--- config.mk ---
export PLATFORM = sky130hd
export DESIGN_NAME = t5_lsu
export DESIGN_NICKNAME = d
export VERILOG_FILES = /design/src/rtl/t5_pkg.sv /design/src/rtl/t5_lsu_align.sv /design/src/rtl/t5_lsu.sv
export SDC_FILE = /design/constraint.sdc
export NUM_CORES = 1
export LEC_CHECK = 0
export CORE_MARGIN = 5
export CORE_UTILIZATION = 25
export CTS_BUF_LIST = sky130_fd_sc_hd__clkbuf_16
export CTS_CLUSTER_SIZE = 8
export DETAILED_ROUTE_END_ITERATION = 7
export HOLD_SLACK_MARGIN = 0.12
export PLACE_DENSITY = 0.52
export SETUP_SLACK_MARGIN = 0.1
export SLEW_MARGIN = 20
export SYNTH_ARGS = -nofsm -noshare
export SYNTH_HDL_FRONTEND = slang
export SYNTH_SLANG_ARGS = --single-unit
--- constraint.sdc ---
create_clock -name sys_clk -period 9.53 [get_ports sys_clk]
set_clock_uncertainty 0.05 [all_clocks]
set_input_delay 0.953 -clock sys_clk [delete_from_list [all_inputs] [get_ports sys_clk]]
set_output_delay 0.953 -clock sys_clk [all_outputs]
set_load 0.005 [all_outputs]
--- src/rtl/t5_pkg.sv ---
// Shared definitions for the t5_rv32i load/store unit.
// Contents: funct3 access-size encodings, LSU state encoding, and the
// request legality check (size/sign vs. direction, natural alignment).
package t5_pkg;

    localparam logic [2:0] LSU_FN_B  = 3'b000;
    localparam logic [2:0] LSU_FN_H  = 3'b001;
    localparam logic [2:0] LSU_FN_W  = 3'b010;
    localparam logic [2:0] LSU_FN_BU = 3'b100;
    localparam logic [2:0] LSU_FN_HU = 3'b101;

    typedef enum logic [1:0] {
        LSU_IDLE  = 2'b00,
        LSU_BUS   = 2'b01,
        LSU_DONE  = 2'b10,
        LSU_FAULT = 2'b11
    } lsu_state_e;

    // Unsigned variants only exist for loads; H and W need natural alignment.
    function automatic logic lsu_legal(input logic wre, input logic [2:0] fn,
                                       input logic [1:0] adr_lo);
        logic ok;
        case (fn)
            LSU_FN_B:  ok = 1'b1;
            LSU_FN_H:  ok = ~adr_lo[0];
            LSU_FN_W:  ok = (adr_lo == 2'b00);
            LSU_FN_BU: ok = ~wre;
            LSU_FN_HU: ok = ~wre & ~adr_lo[0];
            default:   ok = 1'b0;
        endcase
        return ok;
    endfunction

endpackage

--- src/rtl/t5_lsu_align.sv ---
// Combinational lane logic for the load/store unit.
// Store side: byte-lane select and lane-replicated write data from
//   (st_fn, st_adr_lo, st_wdat) -> st_sel, st_dto.
// Load side: shifts the bus word down by the byte offset and sign- or
//   zero-extends per ld_fn -> ld_rdat.
module t5_lsu_align
    import t5_pkg::*;
#(
    parameter int XLEN = 32
) (
    input  logic [2:0]      st_fn,
    input  logic [1:0]      st_adr_lo,
    input  logic [XLEN-1:0] st_wdat,
    output logic [3:0]      st_sel,
    output logic [XLEN-1:0] st_dto,
    input  logic [2:0]      ld_fn,
    input  logic [1:0]      ld_adr_lo,
    input  logic [XLEN-1:0] ld_dti,
    output logic [XLEN-1:0] ld_rdat
);

    logic [XLEN-1:0] shifted_s;

    // Store lanes: replicate the right-justified datum across every lane so
    // the responder finds it in whichever lane sel enables.
    always_comb begin
        st_sel = 4'b0000;
        st_dto = st_wdat;
        case (st_fn[1:0])
            2'b00: begin
                st_sel = 4'b0001 << st_adr_lo;
                st_dto = {4{st_wdat[7:0]}};
            end
            2'b01: begin
                st_sel = st_adr_lo[1] ? 4'b1100 : 4'b0011;
                st_dto = {2{st_wdat[15:0]}};
            end
            default: begin
                st_sel = 4'b1111;
                st_dto = st_wdat;
            end
        endcase
    end

    // Load extraction: right-justify the addressed bytes, then extend.
    always_comb begin
        shifted_s = ld_dti >> {ld_adr_lo, 3'b000};
        ld_rdat   = {XLEN{1'b0}};
        case (ld_fn)
            LSU_FN_B:  ld_rdat = {{(XLEN-8){shifted_s[7]}}, shifted_s[7:0]};
            LSU_FN_BU: ld_rdat = {{(XLEN-8){1'b0}}, shifted_s[7:0]};
            LSU_FN_H:  ld_rdat = {{(XLEN-16){shifted_s[15]}}, shifted_s[15:0]};
            LSU_FN_HU: ld_rdat = {{(XLEN-16){1'b0}}, shifted_s[15:0]};
            LSU_FN_W:  ld_rdat = shifted_s;
            default:   ld_rdat = {XLEN{1'b0}};
        endcase
    end

endmodule

--- src/rtl/t5_lsu.sv ---
// t5_rv32i load/store unit: data-bus (dwb_*) initiator.
// Pipeline side: lsu_req/lsu_wre/lsu_fn/lsu_adr/lsu_wdat in; lsu_busy,
//   lsu_done (1-cycle pulse), lsu_err (illegal/misaligned), lsu_rdat out.
// Bus side: registered dwb_adr/dwb_dto/dwb_sel/dwb_stb/dwb_wre out;
//   dwb_ack/dwb_dti in. One bus cycle per request, stb drops after ack.
module t5_lsu
    import t5_pkg::*;
#(
    parameter int XLEN = 32
) (
    input  logic            sys_clk,
    input  logic            sys_rst,
    input  logic            sys_ena,
    input  logic            lsu_req,
    input  logic            lsu_wre,
    input  logic [2:0]      lsu_fn,
    input  logic [31:0]     lsu_adr,
    input  logic [XLEN-1:0] lsu_wdat,
    output logic            lsu_busy,
    output logic            lsu_done,
    output logic            lsu_err,
    output logic [XLEN-1:0] lsu_rdat,
    output logic [29:0]     dwb_adr,
    output logic [31:0]     dwb_dto,
    output logic [3:0]      dwb_sel,
    output logic            dwb_stb,
    output logic            dwb_wre,
    input  logic            dwb_ack,
    input  logic [XLEN-1:0] dwb_dti
);

    lsu_state_e      state_r;
    lsu_state_e      state_nxt_s;
    logic [2:0]      ld_fn_r;
    logic [1:0]      ld_adr_lo_r;
    logic            legal_s;
    logic [3:0]      sel_s;
    logic [XLEN-1:0] dto_s;
    logic [XLEN-1:0] rdat_s;

    assign legal_s = lsu_legal(lsu_wre, lsu_fn, lsu_adr[1:0]);

    t5_lsu_align #(.XLEN(XLEN)) u_align (
        .st_fn     (lsu_fn),
        .st_adr_lo (lsu_adr[1:0]),
        .st_wdat   (lsu_wdat),
        .st_sel    (sel_s),
        .st_dto    (dto_s),
        .ld_fn     (ld_fn_r),
        .ld_adr_lo (ld_adr_lo_r),
        .ld_dti    (dwb_dti),
        .ld_rdat   (rdat_s)
    );

    // Next-state: requests are only taken in IDLE; ack only matters in BUS.
    always_comb begin
        state_nxt_s = state_r;
        case (state_r)
            LSU_IDLE: begin
                if (lsu_req && sys_ena) begin
                    state_nxt_s = legal_s ? LSU_BUS : LSU_FAULT;
                end else begin
                    state_nxt_s = LSU_IDLE;
                end
            end
            LSU_BUS: begin
                if (dwb_ack) begin
                    state_nxt_s = LSU_DONE;
                end else begin
                    state_nxt_s = LSU_BUS;
                end
            end
            LSU_DONE:  state_nxt_s = LSU_IDLE;
            LSU_FAULT: state_nxt_s = LSU_IDLE;
            default:   state_nxt_s = LSU_IDLE;
        endcase
    end

    // State and all outputs registered; status flags follow the next state so
    // they line up with the state they describe.
    always_ff @(posedge sys_clk or posedge sys_rst) begin
        if (sys_rst) begin
            state_r     <= LSU_IDLE;
            lsu_busy    <= 1'b0;
            lsu_done    <= 1'b0;
            lsu_err     <= 1'b0;
            lsu_rdat    <= {XLEN{1'b0}};
            dwb_adr     <= 30'd0;
            dwb_dto     <= 32'd0;
            dwb_sel     <= 4'd0;
            dwb_stb     <= 1'b0;
            dwb_wre     <= 1'b0;
            ld_fn_r     <= 3'd0;
            ld_adr_lo_r <= 2'd0;
        end else begin
            state_r  <= state_nxt_s;
            lsu_busy <= (state_nxt_s != LSU_IDLE);
            lsu_done <= (state_nxt_s == LSU_DONE) || (state_nxt_s == LSU_FAULT);
            lsu_err  <= (state_nxt_s == LSU_FAULT);
            if ((state_r == LSU_IDLE) && (state_nxt_s == LSU_BUS)) begin
                dwb_stb     <= 1'b1;
                dwb_wre     <= lsu_wre;
                dwb_adr     <= lsu_adr[31:2];
                dwb_sel     <= sel_s;
                dwb_dto     <= dto_s;
                ld_fn_r     <= lsu_fn;
                ld_adr_lo_r <= lsu_adr[1:0];
            end else if ((state_r == LSU_BUS) && dwb_ack) begin
                // Capture before the responder may drop dti; stores report zero.
                dwb_stb  <= 1'b0;
                dwb_wre  <= 1'b0;
                lsu_rdat <= dwb_wre ? {XLEN{1'b0}} : rdat_s;
            end
        end
    end

endmodule

Word level (Yosys, flattened, before mapping)
Cells that the tools add are included.

Register bits after elaboration: 110. Input bits: 105. Word-level logic and storage cells: 59.

Equal/unequal tests: 15. Shift-type cells: 2. Muxes and demuxes: 13. Bitwise logic cells: 4. Reductions and logical operators: 13.

Operators with widths (number): $pmux W32 S5 (1); $pmux W32 S2 (1); $mux W32 (1); $shr A32 B5 Y32 (1); $eq A3 B3 Y1 const B (4); $eq A2 B2 Y1 const B (4); $pmux W4 S2 (1); $eq A2 B1 Y1 const B (3); $eq A3 B1 Y1 const B (2); $eq A3 B2 Y1 const B (2); $logic_not A2 Y1 (3); $logic_not A3 Y1 (2); $mux W2 (3); $pmux W2 S3 (1); $pmux W1 S5 (1); $mux W4 (1); $reduce_bool A2 Y1 (2); $shl A1 B2 Y4 const A (1); $logic_and A1 B1 Y1 (3); $mux W1 (3); $not A1 Y1 (3); $reduce_and A2 Y1 (1); $reduce_or A2 Y1 (1); $and A1 B1 Y1 (1); $logic_or A1 B1 Y1 (1).

Logic depth before layout (Yosys ltp)
Gate-level depths: netlist of run 1.

Depth in word-level cells: 10. Depth in mapped cells: 7. Mapped depth without buffers: 4.

Modules after synthesis
Synthesis of run 1 repeated with hierarchy kept, for this count alone.

Cell total of the unflattened synthesis: 487. Area, all modules: 5566.6 um2.

By module, submodules not included: t5_lsu (instances 1, cells each 316, area each 4267.8 um2); t5_lsu_align (instances 1, cells each 171, area each 1298.7 um2).

Worst setup path after synthesis of run 1
Ideal clock, no wire load.

Kind: input to register. Start: input lsu_fn[0]. End: register dwb_adr[0]. Setup time: 0.125 ns. Arrival: 2.180 ns. Setup slack: 7.175 ns. Stages on the path: 6. Path buffers: 3. Path through: clkbuf_1 > a221oi_1 > o21ai_1 > buf_2 > buf_2 > mux2_2.

Word-level cells in the longest chain between the ends: 7.

RTL lines: from (decl) (RTL line t5_lsu.sv:16) `input logic [2:0] lsu_fn,`; $eq A3 B3 Y1 (tied with other cells) (RTL line t5_pkg.sv:23) `case (fn)`; $pmux W1 S5 (*) (RTL line t5_pkg.sv:23); $mux W2 (*) (RTL line t5_lsu.sv:61) `state_nxt_s = legal_s ? LSU_BUS : LSU_FAULT;`; $mux W2 (*) (RTL line t5_lsu.sv:60) `if (lsu_req && sys_ena) begin`; $pmux W2 S3 (*) (RTL line t5_lsu.sv:58) `case (state_r)`; $eq A2 B1 Y1 (*) (RTL line t5_lsu.sv:100) `if ((state_r == LSU_IDLE) && (state_nxt_s == LSU_BUS)) begin`; $logic_and A1 B1 Y1 (*) (RTL line t5_lsu.sv:100); to (signal assigned) (RTL line t5_lsu.sv:103) `dwb_adr <= lsu_adr[31:2];`; to (decl) (RTL line t5_lsu.sv:23) `output logic [29:0] dwb_adr,`.

Mark *: on every way between the ends. The rest lies on a longest branch, timed or not. A chain may end at the register's enable or synchronous reset.

Worst setup path in the final report of run 1
Start: input dwb_ack. End: register lsu_rdat[20].

Word-level cells in the longest chain between the ends: 6.

RTL lines: from (decl) (RTL line t5_lsu.sv:28) `input logic dwb_ack,`; $mux W2 (RTL line t5_lsu.sv:67) `if (dwb_ack) begin`; $pmux W2 S3 (RTL line t5_lsu.sv:58); $eq A2 B1 Y1 (RTL line t5_lsu.sv:100); $logic_and A1 B1 Y1 (RTL line t5_lsu.sv:100); $not A1 Y1 (no source line); $reduce_and A2 Y1 (no source line) (*); to (signal assigned) (RTL line t5_lsu.sv:87) `lsu_rdat <= {XLEN{1'b0}};`; to (signal assigned) (RTL line t5_lsu.sv:112) `lsu_rdat <= dwb_wre ? {XLEN{1'b0}} : rdat_s;`; to (decl) (RTL line t5_lsu.sv:22) `output logic [XLEN-1:0] lsu_rdat,`.

Marks and branches as above.

==> results.ini, run 1 <==
[yosys]
async_flop_share_pct=100
netlist.area_leader.share_pct=55.4
synth.area.top_cells=dfrtp_1 55%, mux2_2 12%, mux2i_1 7.9%
yosysMostFrequentCell=dfrtp_1
synthCells=429
synth_ff_type=dfrtp_1
yosysWarnings=0
ys_types=37
synth_fp_nets=534
synthTopCellsByCount=110 x dfrtp_1, 53 x mux2_2, 52 x nand2_1
ys_seq_elements=110
synth_edf_count=0
seq_area_frac_synth_pct=55.4
synthesis.area_um2=4970
syn_area_per_cell_um2=11.6
yosysTopAreaCell=dfrtp_1

[placed_design]
numPlacedInstances=880
gp_congestion=0.913
dp_hpwl_um=11900
placed_cell_area_um2=7320
place_ws_ns=6.13
portBuffers=207

[timing]
clock.fmax_ghz=0.332
grt_setup_unrepaired=false
tightestPinTransition_ns=0.986
fin_tns_setup_ns=0
final-hold-violation-count=0
post-route-period-util_pct=31.6
finalSetupViolations=0
min_period_ns=3.01
slew_headroom_pct=34.0
setup_ws_ns=6.52
finalMaxSlewViolations=0

[layout]
stdcell_count=895
regArea_um2=2750
fill_cells=1916
drive_gt1_share_pct=14.4
finalInstanceArea_um2=7610
num-nets-final=731
multi_input_area_um2=2090
area_growth_pct=53.1
diodes=0

[run]
drv_cap=0

[critical_path]
reg2reg_depth=4
endpoint_kind=register
worstPathArrival_ns=3.25
timing.rr.start=ld_adr_lo_r[1]$_DFFE_PP0P_
critPathLaunch=dwb_ack
reg2reg_slack_ns=6.90
worstReg2RegEnd=lsu_rdat[20]$_DFFE_PP0P_
critPathMaxStageDelay_ns=0.79
path_cells=clkdlybuf4s50_1 -> nand3b_1 -> buf_4 -> a211oi_4 -> nor4b_4 -> a221o_2
cp-endpoint=lsu_rdat[20]$_DFFE_PP0P_
crit_cells=6
cp_top_family=simple AND/OR/NAND/NOR gates
cp_max_fo=39
crit_slowest_cell=nor4b_4
cp.required_ns=9.77
cp_num_buf_inv=2
path_class=primary input to register
start_kind=primary input

[die]
ioPinCount=208
die_width_um=151
start_util_pct=25.5
core_um2=19500
rows=51
chipHeight_um=151
dieArea_um2=22800

[cts]
post_cts_buffers=0
cts_tree=done
htreeDepth=3
clk_latency_ns=0.35
path_clk_slew_ns=0.08
holdBufCountCts=0
cts.path.max_buffers=2
numCtsBuffers=9
numClockSinks=110
cts_resized=0
clockRootBuffer=clkbuf_16

[power_and_ir_drop]
vdd.ir_drop.worst_uv=91.5
cellLeakagePower_nw=3.24
power.density_nw_per_um2=244

[global_routing]
grt_max_degree=67
antenna_found_initial=1
grt_pass1_vias=4387
track_usage_pct=13.8
grt_overflow_total=0
grt_pass1_wl_um=24700

[drt]
drtAntennaViolNets=0
dr_total_vias=4110
drtPass1Iterations=4
wirelength_um=16000
drt_iter0_drc=141
detail_route.vias_per_cell=4.59
avgRoutedWirePerCell_um=17.9
detail_route.drc_violations=0

[min_path]
min_path_type=register to register
hold_start=state_r[1]$_DFF_PP0_

[outcome]
run_status=complete, no violations

-- where the power goes --
group          internal, W  switching, W
sequential        0.000636      0.000118
combinational     0.000469      0.000250
clock             0.000205      0.000182
-- stage by stage --
step / utilization [%] / power, W / hold slack, ns
floorplan: - / 0.00102 / 0.384
global placement: 37.5 / 0.00148 / 0.405
detailed placement: 37.5 / 0.00149 / 0.409
CTS: 39.0 / 0.00189 / 0.417
global route: 39.0 / 0.00198 / 0.455
finish: 39.0 / 0.00186 / 0.426
-- routing by layer --
layer | track usage (%) | part of all wire [%] | routed length (um) | vias up
met5 | 0 | 0.081 | 13 | -
met4 | 4.53 | 1.8 | 293 | 2
met3 | 4.88 | 9.1 | 1470 | 22
met2 | 21.9 | 47 | 7550 | 158
met1 | 17.6 | 42 | 6720 | 2015
li1 | - | - | - | 1913
-- placed cells by master (no fill, tap or decap), types with 2 or more instances in the layout --
cell / instances
nor2_1: 24
a22o_1: 7
nand2b_1: 3
clkdlybuf4s50_1: 207
or3_1: 2
mux2_2: 53
a21oi_1: 11
inv_1: 4
nand3_1: 9
nand2_1: 52
and2_1: 7
o21ai_0: 45
clkbuf_16: 9
mux2i_1: 39
a221o_1: 7
dfrtp_1: 110
a221o_2: 9
buf_4: 7
-- logic make-up (layout without fill, tap and decap cells) --
logic type	Yosys count	count (layout)	share of synthesized area [%]
xor gates and xnor gates	1	1	0.176
DFF	110	110	55.4
buffers and inverters	33	234	2.87
AOI/OAI and AO/OA	86	86	11.7
muxes	92	92	19.9
and+or+nand+nor	107	107	10.0
-- flip-flops by register name (all words and copies together), names as in the netlist --
register / cells
lsu_rdat: 32
lsu_busy: 1
dwb_adr: 30
lsu_err: 1
state_r: 2
dwb_dto: 32
dwb_wre: 1
lsu_done: 1
ld_adr_lo_r: 2
dwb_sel: 4
ld_fn_r: 3
dwb_stb: 1
-- worst min-delay path by stage --
stage	endpoint	slack (ns)	depth (start not counted)
finish	state_r[0]$_DFF_PP0_	0.43	1
global route	state_r[0]$_DFF_PP0_	0.46	1
CTS	state_r[0]$_DFF_PP0_	0.42	1
detailed placement	state_r[0]$_DFF_PP0_	0.41	1
global placement	state_r[0]$_DFF_PP0_	0.40	1
floorplan	state_r[0]$_DFF_PP0_	0.38	1
-- area by class of cell --
type | instances | share of cell area, %
inverter | 5 | 0.279
clock buffer | 9 | 2.96
timing repair buffer | 214 | 27.9
clock inverter | 6 | 0.920
multi-input combinational | 286 | 27.4
sequential | 110 | 36.2
tap | 265 | 4.35
-- worst reg2reg max path: stages, from the launching register on --
cell and delay (ns):
dfrtp_1 0.75, nand2b_1 0.35, a311o_1 0.40, nor4b_4 0.79
a221o_2 0.23
(Power assumes the default switching activity.)
==> inputs of run 2 (changes only) <==
Settings changed: PLACE_DENSITY 0.52 to 0.54.
Clock period 9.53 ns to 2.76 ns, I/O delays scaled along.
==> run 2 against run 1 <==
  * Count of clock-buffer cells in the layout did not move
  * Power grew to 3.5 times the previous value
  * Sequential power grew to 3.4 times the previous value
  * Clock power grew to 3.8 times the previous value
  * Global-route usage increased by 0.11 points
  * Non-clock buffer count grew 5
  * Setup slack worse by 6.2 ns
  * Final cell count rose by 0.67%
  * Critical path depth shrank 2
  * Register-to-register slack got worse by 6.5 ns
  * Die area is the same
  * Largest cell class unchanged
==> results.ini, run 2 (synthesis results as in run 1) <==
[timing]
fin_tns_setup_ns=0  ; unchanged
slew_headroom_pct=31.0  ; -3.0 points
post-route-period-util_pct=86.9
finalMaxSlewViolations=0  ; unchanged
clock.fmax_ghz=0.417
final-hold-violation-count=0  ; unchanged
grt_setup_unrepaired=false
tightestPinTransition_ns=1.03  ; +0.0455 ns
finalSetupViolations=0  ; unchanged
min_period_ns=2.40

[die]
start_util_pct=25.5  ; unchanged
rows=51  ; unchanged
core_um2=19500  ; unchanged
dieArea_um2=22800  ; unchanged
chipHeight_um=151  ; unchanged
die_width_um=151  ; unchanged
ioPinCount=208  ; unchanged

[cts]
cts_tree=done
path_clk_slew_ns=0.08  ; about the same
post_cts_buffers=0  ; unchanged
htreeDepth=3  ; unchanged
numCtsBuffers=9  ; unchanged
numClockSinks=110  ; unchanged
cts.path.max_buffers=2  ; unchanged
holdBufCountCts=0  ; unchanged
clk_latency_ns=0.35  ; about the same
cts_resized=0  ; unchanged
clockRootBuffer=clkbuf_16

[drt]
drtAntennaViolNets=0  ; unchanged
drtPass1Iterations=4  ; unchanged
wirelength_um=16100  ; +0.16%
drt_iter0_drc=188  ; +33%
avgRoutedWirePerCell_um=17.8  ; -0.50%
detail_route.drc_violations=0  ; unchanged
detail_route.vias_per_cell=4.52  ; -1.5%
dr_total_vias=4076  ; -0.83%

[layout]
post-route-util_pct=39.7  ; +0.70 points
final_cell_mix=207 x clkdlybuf4s50_1, 110 x dfrtp_1, 53 x mux2_2
area_growth_pct=55.9
final_common_cell=clkdlybuf4s50_1
diodes=0  ; unchanged
fill_cells=1913  ; -0.16%
num-nets-final=736  ; +0.68%
reg_top3=dwb_dto (32), lsu_rdat (32), dwb_adr (30)
drive_gt1_share_pct=15.4  ; +0.96 points

[critical_path]
worstPathArrival_ns=2.64  ; -0.61 ns
cp.required_ns=3.00  ; -6.77 ns
endpoint_kind=register
start_kind=register
reg2reg_depth=4  ; unchanged
path_class=register to register
cp_max_fo=20  ; -49%

[global_routing]
grt_pass1_vias=4407  ; +0.46%
grt_overflow_total=0  ; unchanged
track_usage_pct=13.9  ; +0.11 points
grt_pass1_wl_um=25000  ; +1.2%
grt_max_degree=69  ; +3.0%
grt_use_met1_pct=17.9  ; +0.30 points
antenna_found_initial=0  ; -1
use_met3_pct=4.25  ; -0.63 points
top_usage_layer=met2
met2_usage_pct=22.9  ; +0.98 points

[placed_design]
dp_hpwl_um=12400  ; +4.0%
portBuffers=207  ; unchanged
gp_congestion=0.879  ; -3.7%

[min_path]
min_path_type=primary input to async pin

[power_and_ir_drop]
cellLeakagePower_nw=3.31  ; +2.1%
power.density_nw_per_um2=851  ; +250%
vdd.ir_drop.worst_uv=303  ; +230%

[run]
drv_cap=0  ; unchanged

[outcome]
run_status=complete, no violations

-- run 2: cell count changes in the layout (fill, tap and decap cells not counted) --
cell,delta
clkinv_4,-1
buf_4,+1
clkinv_1,-1
clkinv_8,+2
clkinv_2,+1
inv_4,-1
bufinv_16,+1
buf_12,+4
-- run 2: where the power goes --
part / leakage [nW] / switching (W) / internal, W / total, W
sequential: 1.38 / 0.000398 / 0.00220 / 0.00260
clock: 0.167 / 0.000657 / 0.000820 / 0.00148
combinational: 1.76 / 0.000878 / 0.00165 / 0.00253
-- run 2: critical path, cell delays in order (launching register included) --
cell	delay (ns)
dfrtp_1	0.60
nand2b_1	0.28
a311o_1	0.39
nor4b_4	0.77
a221o_2	0.24
-- run 2: cell type report --
class / instances / area [um^2] / share of cell area [%]
inverters: 5 / 22.5 / 0.291
repair buffers: 219 / 2210 / 28.5
clock inverters: 7 / 118 / 1.52
clock buffers: 9 / 225 / 2.91
flip-flops and latches: 110 / 2750 / 35.5
well taps: 265 / 332 / 4.28
multi-input cells: 286 / 2090 / 26.9
-- run 2: metrics by stage --
| stage | power (W) | area (um^2) | setup WS (ns) | instances | hold WS [ns] |
|---|---|---|---|---|---|
| floorplan | 0.00352 | 4980 | 0.940 | 429 | 0.371 |
| global placement | 0.00516 | 7410 | 0.412 | 885 | 0.409 |
| detailed placement | 0.00520 | 7410 | 0.346 | 885 | 0.416 |
| CTS | 0.00671 | 7750 | 0.351 | 901 | 0.425 |
| global route | 0.00702 | 7750 | 0.190 | 901 | 0.457 |
| finish | 0.00660 | 7750 | 0.362 | 901 | 0.367 |
-- run 2: layer usage --
layer  wire (um)  part of all wire [%]  up-vias
met5           0                     0        -
met2        7610                    47      158
met1        6910                    43     1982
met4         155                  0.96        0
li1            -                     -     1925
met3        1390                   8.7       11
-- run 2: path summary, 6_finish.rpt --
kind | startpoint | to | slack, ns
max in group asynchronous | sys_rst | dwb_dto[0]$_DFFE_PP0P_ | 1.65
setup / recovery | ld_adr_lo_r[1]$_DFFE_PP0P_ | lsu_rdat[19]$_DFFE_PP0P_ | 0.36
min in group sys_clk | state_r[1]$_DFF_PP0_ | state_r[0]$_DFF_PP0_ | 0.42
setup reg to reg | ld_adr_lo_r[1]$_DFFE_PP0P_ | lsu_rdat[19]$_DFFE_PP0P_ | 0.36
hold reg to reg | state_r[1]$_DFF_PP0_ | state_r[0]$_DFF_PP0_ | 0.42
hold / removal | sys_rst | ld_fn_r[0]$_DFFE_PP0P_ | 0.37
==> inputs of run 3 (changes only) <==
Settings changed: CORE_UTILIZATION 25 to 39, PLACE_DENSITY 0.54 to 0.77, SLEW_MARGIN 20 to not set.
==> run 3 against run 2 <==
  * Via count is 1.3% higher
  * Sequential cell count stayed put
  * Power is 1.6% lower
  * Sequential share of layout area is 0.69 points higher
  * Sequential power hardly changed
  * Highest routed layer unchanged
==> results.ini, run 3 (synthesis results as in run 1) <==
[outcome]
run_status=complete, no violations

[critical_path]
worstPathArrival_ns=2.35  ; -0.29 ns
endpoint_kind=register
cp_max_fo=23  ; +15%
crit_slowest_cell=nor4b_4
start_kind=register
cp_top_family=simple AND/OR/NAND/NOR gates
reg2reg_slack_ns=0.64  ; +0.27 ns
path_class=register to register
timing.rr.start=ld_adr_lo_r[1]$_DFFE_PP0P_
cp_num_buf_inv=1  ; +1
path_cells=buf_4 -> mux2_2 -> nor2_1 -> nor4b_4 -> a221o_2
cp.required_ns=2.99  ; about the same
reg2reg_depth=5  ; +1
critPathLaunch=ld_adr_lo_r[1]$_DFFE_PP0P_
worstReg2RegEnd=lsu_rdat[23]$_DFFE_PP0P_
critPathMaxStageDelay_ns=0.70  ; -0.07 ns

[drt]
drt_iter0_drc=260  ; +38%
detail_route.vias_per_cell=5.10  ; +13%
drtPass1Iterations=4  ; unchanged
detail_route.drc_violations=0  ; unchanged
wirelength_um=14700  ; -8.4%
drtAntennaViolNets=0  ; unchanged
dr_total_vias=4131  ; +1.3%
avgRoutedWirePerCell_um=18.2  ; +1.8%

[timing]
finalMaxSlewViolations=0  ; unchanged
fin_tns_setup_ns=0  ; unchanged
min_period_ns=2.12  ; -0.274 ns
tightestPinTransition_ns=0.992  ; -0.0393 ns
post-route-period-util_pct=77.0  ; -9.9 points
grt_setup_unrepaired=false
clock.fmax_ghz=0.471  ; +13%
final-hold-violation-count=0  ; unchanged
finalSetupViolations=0  ; unchanged
slew_headroom_pct=33.6  ; +2.6 points
setup_ws_ns=0.635  ; +0.274 ns

[cts]
holdBufCountCts=0  ; unchanged
cts_resized=0  ; unchanged
numClockSinks=110  ; unchanged
clockRootBuffer=clkbuf_16
path_clk_slew_ns=0.07  ; about the same
htreeDepth=3  ; unchanged
post_cts_buffers=0  ; unchanged
cts.path.max_buffers=2  ; unchanged
numCtsBuffers=9  ; unchanged
clk_latency_ns=0.34  ; about the same
cts_tree=done

[die]
ioPinCount=208  ; unchanged
rows=41  ; -20%
start_util_pct=39.6  ; +14 points
dieArea_um2=15100  ; -34%
die_width_um=123  ; -19%
chipHeight_um=123  ; -19%
core_um2=12600  ; -36%

[layout]
fill_cells=1033  ; -46%
stdcell_count=810  ; -10%
diodes=0  ; unchanged
num-nets-final=738  ; +0.27%
final_cell_mix=207 x clkdlybuf4s50_1, 110 x dfrtp_1, 53 x mux2_2
area_growth_pct=52.9
reg_top3=dwb_dto (32), lsu_rdat (32), dwb_adr (30)
drive_gt1_share_pct=15.4  ; -0.048 points
final_common_cell=clkdlybuf4s50_1

[placed_design]
numPlacedInstances=794  ; -10%
place_ws_ns=0.334  ; -0.0119 ns
gp_congestion=0.944  ; +7.4%
dp_hpwl_um=11400  ; -7.9%
portBuffers=207  ; unchanged

[global_routing]
grt_pass1_wl_um=22900  ; -8.5%
grt_max_degree=79  ; +14%
grt_pass1_vias=4340  ; -1.5%
antenna_found_initial=0  ; unchanged
track_usage_pct=19.4  ; +5.5 points
grt_overflow_total=0  ; unchanged

[min_path]
min_path_type=primary input to async pin

[run]
drv_cap=0  ; unchanged

[power_and_ir_drop]
cellLeakagePower_nw=3.30  ; about the same
vdd.ir_drop.worst_uv=381  ; +26%
power.density_nw_per_um2=854  ; +0.31%

[run 3: metal layers]
layer / vias up / GRT usage [%] / part of all wire (%)
met5: - / 0 / 0
met4: 0 / 7.49 / 2.2
met3: 19 / 5.72 / 9.6
met2: 184 / 31.2 / 48
met1: 1997 / 24.8 / 40
li1: 1931 / - / -
[run 3: worst max path at each step]
stage	end	cells past startpoint
6_report	lsu_rdat[23]$_DFFE_PP0P_	5
5_1_grt	lsu_rdat[30]$_DFFE_PP0P_	5
4_1_cts	lsu_rdat[18]$_DFFE_PP0P_	5
3_5_place_dp	lsu_rdat[31]$_DFFE_PP0P_	5
3_3_place_gp	lsu_rdat[24]$_DFFE_PP0P_	5
2_1_floorplan	lsu_rdat[16]$_DFFE_PP0P_	5
[run 3: worst register-to-register path, delay by kind of cell (launching register included)]
| kind | cells | cell delay (ns) |
|---|---|---|
| buf+inv | 1 | 0.32 |
| compound gates | 1 | 0.23 |
| simple gates | 2 | 0.78 |
| flops | 1 | 0.43 |
| mux | 1 | 0.25 |
[run 3: through the flow]
stage	utilization (%)	instance area, um^2	power, W	hold WS, ns
after floorplan	-	4980	0.00352	0.371
after global placement	57.9	7280	0.00508	0.407
after detailed placement	57.9	7280	0.00516	0.417
after CTS	60.5	7600	0.00658	0.389
after global routing	60.5	7600	0.00688	0.385
final	60.5	7600	0.00649	0.356
[run 3: where the power goes]
part	total (W)	switching [W]	internal, W	leakage (nW)
registers	0.00258	0.000376	0.00220	1.38
clock network	0.00139	0.000585	0.000802	0.165
logic	0.00253	0.000896	0.00163	1.76
[run 3: area by class of cell]
cell class,count,area [um^2],share of cell area [%]
clock inverters,7,96.3,1.27
multi-input cells,286,2090,27.5
clock buffers,9,225,2.96
repair buffers,221,2200,29.0
well taps,172,215,2.83
flip-flops and latches,110,2750,36.2
inverters,5,22.5,0.296
